### config.mk
export PLATFORM = sky130hd
export DESIGN_NAME = rr_arb_num_vc
export DESIGN_NICKNAME = d
export VERILOG_FILES = /design/src/rtl/rr_arb_num_vc_pkg.sv /design/src/rtl/rr_arb_vn_slice.sv /design/src/rtl/rr_arb_num_vc.sv
export SDC_FILE = /design/constraint.sdc
export NUM_CORES = 1
export LEC_CHECK = 0
export CAP_MARGIN = 0
export CORE_ASPECT_RATIO = 1.75
export CORE_MARGIN = 4
export CORE_UTILIZATION = 30
export DETAILED_ROUTE_END_ITERATION = 10
export PLACE_DENSITY = 0.53
export SLEW_MARGIN = 20
export SYNTH_ARGS = -nofsm -noshare
export SYNTH_HDL_FRONTEND = slang
export SYNTH_SLANG_ARGS = --single-unit
### constraint.sdc
create_clock -name clk -period 6.95 [get_ports clk]
set_input_delay 2.085 -clock clk [delete_from_list [all_inputs] [get_ports clk]]
set_output_delay 2.085 -clock clk [all_outputs]
set_load 0.02 [all_outputs]
### src/rtl/rr_arb_num_vc_pkg.sv
// Shared definitions for the VC allocators.
// Provides the lock FSM state encoding and the width helpers that
// are used to size VC index fields.
package rr_arb_num_vc_pkg;

    // FSM encodings. Other VC allocators reuse these values.
    localparam logic FSM_IDLE_ENC   = 1'b0;
    localparam logic FSM_LOCKED_ENC = 1'b1;

    typedef enum logic {
        VC_IDLE   = FSM_IDLE_ENC,
        VC_LOCKED = FSM_LOCKED_ENC
    } vc_fsm_e;

    function automatic int max_int(input int a, input int b);
        return (a > b) ? a : b;
    endfunction

    function automatic int log2_ceil(input int n);
        int r;
        r = 0;
        while ((1 << r) < n) begin
            r = r + 1;
        end
        return r;
    endfunction

    // Width of a VC index. It is never narrower than one bit, so a
    // single-VC network still has a legal index field.
    function automatic int vc_index_bits(input int n);
        return max_int(1, log2_ceil(n));
    endfunction

endpackage

### src/rtl/rr_arb_vn_slice.sv
// Round-robin arbiter with packet lock for a single virtual network.
//
// State table
//   state     | meaning
//   VC_IDLE   | grant = first request at or after ptr (wrapping)
//   VC_LOCKED | grant pinned to lvc until its tail flit is accepted
//
// Ports
//   clk, rst_n   clock, synchronous active-low reset
//   req          request per VC
//   ack          consumer accepts the current grant this cycle
//   tail         accepted flit is a packet tail (qualified by ack)
//   grant        one-hot grant
//   grant_valid  grant is valid
//   grant_vc     binary index of the granted VC
module rr_arb_vn_slice
    import rr_arb_num_vc_pkg::*;
#(
    parameter int NUM_VC  = 4,
    parameter int BITS_VC = vc_index_bits(NUM_VC)
) (
    input  logic               clk,
    input  logic               rst_n,
    input  logic [NUM_VC-1:0]  req,
    input  logic               ack,
    input  logic               tail,
    output logic [NUM_VC-1:0]  grant,
    output logic               grant_valid,
    output logic [BITS_VC-1:0] grant_vc
);

    vc_fsm_e            state;
    logic [BITS_VC-1:0] ptr;
    logic [BITS_VC-1:0] lvc;
    logic [BITS_VC-1:0] scan_idx;
    logic               scan_found;
    logic [BITS_VC-1:0] gnt_idx;
    logic               gnt_any;

    // Wrap by compare rather than overflow, so non-power-of-two VC
    // counts return to zero after NUM_VC-1.
    function automatic logic [BITS_VC-1:0] wrap_inc(input logic [BITS_VC-1:0] x);
        if (int'(x) == NUM_VC - 1) begin
            return '0;
        end
        return x + BITS_VC'(1);
    endfunction

    // Rotate-then-priority-encode, expressed as a scan starting at ptr.
    always_comb begin
        int k;
        k          = 0;
        scan_found = 1'b0;
        scan_idx   = '0;
        for (int i = 0; i < NUM_VC; i++) begin
            k = int'(ptr) + i;
            if (k >= NUM_VC) begin
                k = k - NUM_VC;
            end
            if (!scan_found && req[k[BITS_VC-1:0]]) begin
                scan_found = 1'b1;
                scan_idx   = k[BITS_VC-1:0];
            end
        end
    end

    always_comb begin
        gnt_idx     = (state == VC_LOCKED) ? lvc : scan_idx;
        gnt_any     = (state == VC_LOCKED) || scan_found;
        grant_valid = (state == VC_LOCKED) ? req[lvc] : scan_found;
        grant_vc    = gnt_idx;
        grant       = '0;
        for (int j = 0; j < NUM_VC; j++) begin
            grant[j] = gnt_any && (int'(gnt_idx) == j);
        end
    end

    always_ff @(posedge clk) begin
        if (!rst_n) begin
            state <= VC_IDLE;
            ptr   <= '0;
            lvc   <= '0;
        end else if (grant_valid && ack) begin
            if (state == VC_IDLE) begin
                if (tail) begin
                    ptr <= wrap_inc(gnt_idx);
                end else begin
                    state <= VC_LOCKED;
                    lvc   <= gnt_idx;
                end
            end else if (tail) begin
                state <= VC_IDLE;
                ptr   <= wrap_inc(lvc);
            end
        end
    end

endmodule

### src/rtl/rr_arb_num_vc.sv
// Per-virtual-network round-robin VC arbiter with packet locking.
// Each VN is arbitrated by its own rr_arb_vn_slice; grants are
// combinational from the requests and the registered slice state.
//
// Ports
//   clk              clock
//   rst_n            synchronous active-low reset
//   req_in           requests, VN v at [v*NUM_VC +: NUM_VC]
//   ack_in           per-VN accept of the current grant
//   tail_in          per-VN tail flag of the accepted flit
//   grant_out        one-hot grants, same packing as req_in
//   grant_valid_out  per-VN grant valid
//   grant_vc_out     granted VC index, VN v at [v*bits_vc +: bits_vc]
module rr_arb_num_vc
    import rr_arb_num_vc_pkg::*;
#(
    parameter int NUM_VC = 4,
    parameter int NUM_VN = 3
) (
    input  logic                                     clk,
    input  logic                                     rst_n,
    input  logic [NUM_VN*NUM_VC-1:0]                 req_in,
    input  logic [NUM_VN-1:0]                        ack_in,
    input  logic [NUM_VN-1:0]                        tail_in,
    output logic [NUM_VN*NUM_VC-1:0]                 grant_out,
    output logic [NUM_VN-1:0]                        grant_valid_out,
    output logic [NUM_VN*vc_index_bits(NUM_VC)-1:0]  grant_vc_out
);

    localparam int bits_vc = vc_index_bits(NUM_VC);

    for (genvar v = 0; v < NUM_VN; v++) begin : g_vn
        rr_arb_vn_slice #(
            .NUM_VC  (NUM_VC),
            .BITS_VC (bits_vc)
        ) u_slice (
            .clk         (clk),
            .rst_n       (rst_n),
            .req         (req_in[v*NUM_VC +: NUM_VC]),
            .ack         (ack_in[v]),
            .tail        (tail_in[v]),
            .grant       (grant_out[v*NUM_VC +: NUM_VC]),
            .grant_valid (grant_valid_out[v]),
            .grant_vc    (grant_vc_out[v*bits_vc +: bits_vc])
        );
    end

endmodule

==> Implementation_results.wiki <==
{| class="wikitable"
! Metric !! Value
|-
| Nets || roughly 240
|-
| Flip-flop and latch count after synthesis || 15
|-
| Final Routed Wirelength || about 3800 um
|-
| Clock slew at reported path FFs || roughly 0.06 ns
|-
| Inserted Clock Buffers || 3
|-
| Cells taking the most area after synthesis || sky130_fd_sc_hd__dfxtp_1, sky130_fd_sc_hd__ha_1, sky130_fd_sc_hd__nor2b_1, sky130_fd_sc_hd__nor2_1, sky130_fd_sc_hd__a21oi_1
|-
| Number of buffers inserted by post-CTS setup repair || 0
|-
| Status || finished, final reports clean
|-
| Maximum achievable frequency || 152 MHz
|-
| EDFF count, synth || 0
|-
| Bufs and invs on worst path || 2
|-
| Core Rows || 32
|-
| Highest metal used || met4
|-
| Power per standard cell area || 165 mW/mm2
|-
| Diode count || 0
|-
| CTS resizes || 0
|-
| Post-DP HPWL || 3150 um
|-
| Area share of the largest cell type after synthesis || 0.214
|-
| Clock latency reported for the late side of the worst-skew pair || 0.24 ns
|-
| Number of nets in the synthesized netlist || 204
|-
| Worst-margin pin slew || 0.486 ns
|-
| Height of the die || 98.5 um
|-
| GRT Resource Usage Total || 0.133
|-
| Global placer's final weighted congestion || around 0.86
|-
| Max VDD drop || 0.108 mV
|-
| Maximum number of pins on one net before global-route repair || 12
|-
| Critical setup path kind || primary input to output port
|-
| Type of the tightest min-delay check || register to register
|-
| Clock period minus worst slack || about 6.6 ns
|-
| Final Hold Viols || 0
|-
| Fraction of registers with async set or reset after synthesis || 0
|-
| Crit. End Element || output port
|-
| Worst slack, placed || 0.345 ns
|-
| Fraction of layout instances using a drive strength above 1 || 0.0725
|-
| Reported leakage power || 0.783 nW
|-
| Dominant synthesized flop cell || sky130_fd_sc_hd__dfxtp_1
|-
| Worst Skew || 0.00269 ns
|-
| Iteration-0 DRC count of the detailed router || 63
|-
| Hold slack || about 0.5 ns
|-
| Post-synth cell types || 45
|-
| Kind of cell with the highest combined delay on the critical path || buffers and inverters
|-
| Wire length per cell after detailed routing || approximately 15 um
|-
| PnR worst setup slack || 0.366 ns
|-
| Starting density of the core || 0.313
|-
| Data required time of the worst path || 4.87 ns
|-
| Fill count || ~480
|-
| Residual overflow from global routing || 0
|-
| Number of antenna violations at the first check in global routing || 0
|-
| Top cell by count, worst path || sky130_fd_sc_hd__nor2b_1
|-
| Period Utilization, post-route || 0.947
|-
| Setup-failing EPs final || 0
|-
| Setup repair after global routing missed its margin || no
|-
| Setup TNS after final layout || 0 ns
|-
| Area inside the core boundary || 0.00448 mm2
|-
| Wire length the detailed router placed on met1 || 1360 um
|-
| Post-route antenna net violation count || 0
|-
| Post-Synthesis Cell Area || roughly 0.0014 mm2
|-
| Die area || ~0.0059 mm2
|-
| Proportion of synthesized chip area in sequential cells || 0.214
|-
| Pre-Repair DR Iteration Count || 4
|-
| Port-buffer cells || 40
|-
| Post-synth top area cell || sky130_fd_sc_hd__dfxtp_1
|-
| DIE WIDTH || roughly 60 um
|-
| Synthesized instance count || 170
|-
| Number of clock sinks seen by CTS || 15
|-
| Max capacitance violation total || 0
|-
| Warnings, synthesis || 0
|-
| Kind of launch point of the worst setup path || primary input
|-
| Critical path data arrival time || 4.50 ns
|-
| Post-CTS Hold Fix Bufs || 0
|-
| Number of DRC violations after detailed routing || 0
|-
| Syn avg cell area || 8.27 um2
|-
| Avg Vias per Cell || between 5 and 6
|-
| Relative max-transition margin || 0.673
|-
| Maximum clock insertion buffer count || 2
|-
| Clk Tree Root Cell || sky130_fd_sc_hd__clkbuf_8
|-
| Total cell area at the placement stage || ~0.0018 mm2
|-
| Max Slew Vio Count || 0
|-
| Critical Path Slowest Stage Cell || sky130_fd_sc_hd__clkdlybuf4s50_1
|-
| Series of cell instances along the critical path || clkdlybuf4s50_1 > nor2b_1 > a2111oi_0 > nor3_1 > nor2b_1 > ha_1 > nor2b_1 > clkdlybuf4s50_1
|-
| I/O pin total || 41
|-
| Final core area utilization || 0.419
|-
| Maximum fanout along the worst path || 5
|-
| Maximum cell stage delay along the critical path || 0.61 ns
|-
| Global-route wire length before repair || between 6000 and 7000 um
|-
| TritonCTS clock tree || yes
|-
| Post-route cell area || 0.00188 mm2
|-
| Number of vias after detailed routing || between 1k and 1.5k
|-
| Layout area overhead || 33.6%
|-
| Met2 wirelength from detailed routing || 2250 um
|-
| CTS H-tree lvls || 1
|-
| Length of routed met3 wiring || around 96 um
|-
| Via count of the first global-routing pass || 1381
|}
metal layers:
| metal | up-vias | GRT usage |
|---|---|---|
| met4 | 0 | 0.0375 |
| met5 | - | 0 |
| met1 | 645 | 0.136 |
| li1 | 680 | - |
| met2 | 19 | 0.263 |
| met3 | 4 | 0.0183 |
cell type report:
type	instances	area [um2]	share of cell area
repair buffers	40	400	0.213
flip-flops and latches	15	300	0.160
clock buffers	4	45.0	0.0240
well taps	51	63.8	0.0340
multi-input cells	138	1030	0.549
inverters	10	37.5	0.0200
sequential cells by signal (all words and copies together) (netlist names):
signal              cells
g_vn.u_slice.ptr        6
g_vn.u_slice.lvc        6
g_vn.u_slice.state      3
cell families (layout without fill, tap and decap cells):
group	count (synthesis)	after routing	synth area share
and+or+nand+nor	71	71	0.279
AOI/OAI and AO/OA	42	42	0.214
buffers and inverters	17	54	0.0534
DFF	15	15	0.214
adders and majority gates	14	14	0.125
muxes	10	10	0.110
xor gates and xnor gates	1	1	0.00623
cell usage after synthesis (all sizes together) (2+ instances only):
master,n
or4,3
mux4,3
nor2b,22
and3,3
a221oi,2
nand2,8
and2,3
clkbuf,4
and3b,2
a2111oi,2
mux2,4
nor3,3
a211oi,4
inv,9
ha,14
nor2,20
buf,3
nor3b,2
a21oi,9
o31a,2
o21ai,5
mux2i,3
dfxtp,15
a21o,3
nand2b,4
a32oi,2
a31o,2
where the power goes:
part	switching [mW]	total (mW)	internal, mW
combinational	0.0692	0.140	0.0705
sequential	0.00938	0.102	0.0925
clock	0.0273	0.0677	0.0404
total	0.106	0.309	0.203
worst reg2reg max path, delay by kind of cell, from the launching register on:
family	cells	cell delay, ns
simple gates	4	0.52
mux	2	0.38
flops	1	0.34
fa+ha+maj	1	0.28
compound gates	1	0.39
placed cells by master (no fill, tap or decap), drive strengths merged, types with 3 or more instances in the layout:
cell           netlist  final
mux4                 3      3
nor2                20     20
dfxtp               15     15
and2                 3      3
nand2                8      8
clkbuf               4      4
a211oi               4      4
nor3                 3      3
ha                  14     14
mux2                 4      4
a21oi                9      9
clkdlybuf4s50        0     40
mux2i                3      3
inv                  9      9
and3                 3      3
a21o                 3      3
o21ai                5      5
nor2b               22     22
nand2b               4      4
or4                  3      3
stage by stage:
step	total power, mW	std cells
after global placement	0.242	254
after global routing	0.332	258
after floorplan	0.185	170
after detailed placement	0.245	254
final	0.309	258
after CTS	0.314	258
worst paths after layout:
check                                       startpoint  slack, ns  cells after the start                      to
worst min-delay path            g_vn[0].u_slice.lvc[1]       0.51                      2  g_vn[0].u_slice.lvc[1]
worst max-delay path                         req_in[0]       0.37                      8            grant_out[1]
worst min register to register  g_vn[0].u_slice.lvc[1]       0.51                      2  g_vn[0].u_slice.lvc[1]
worst max register to register  g_vn[2].u_slice.ptr[0]       4.92                      8  g_vn[2].u_slice.ptr[1]
No activity file was read; power rests on OpenSTA's default activity.
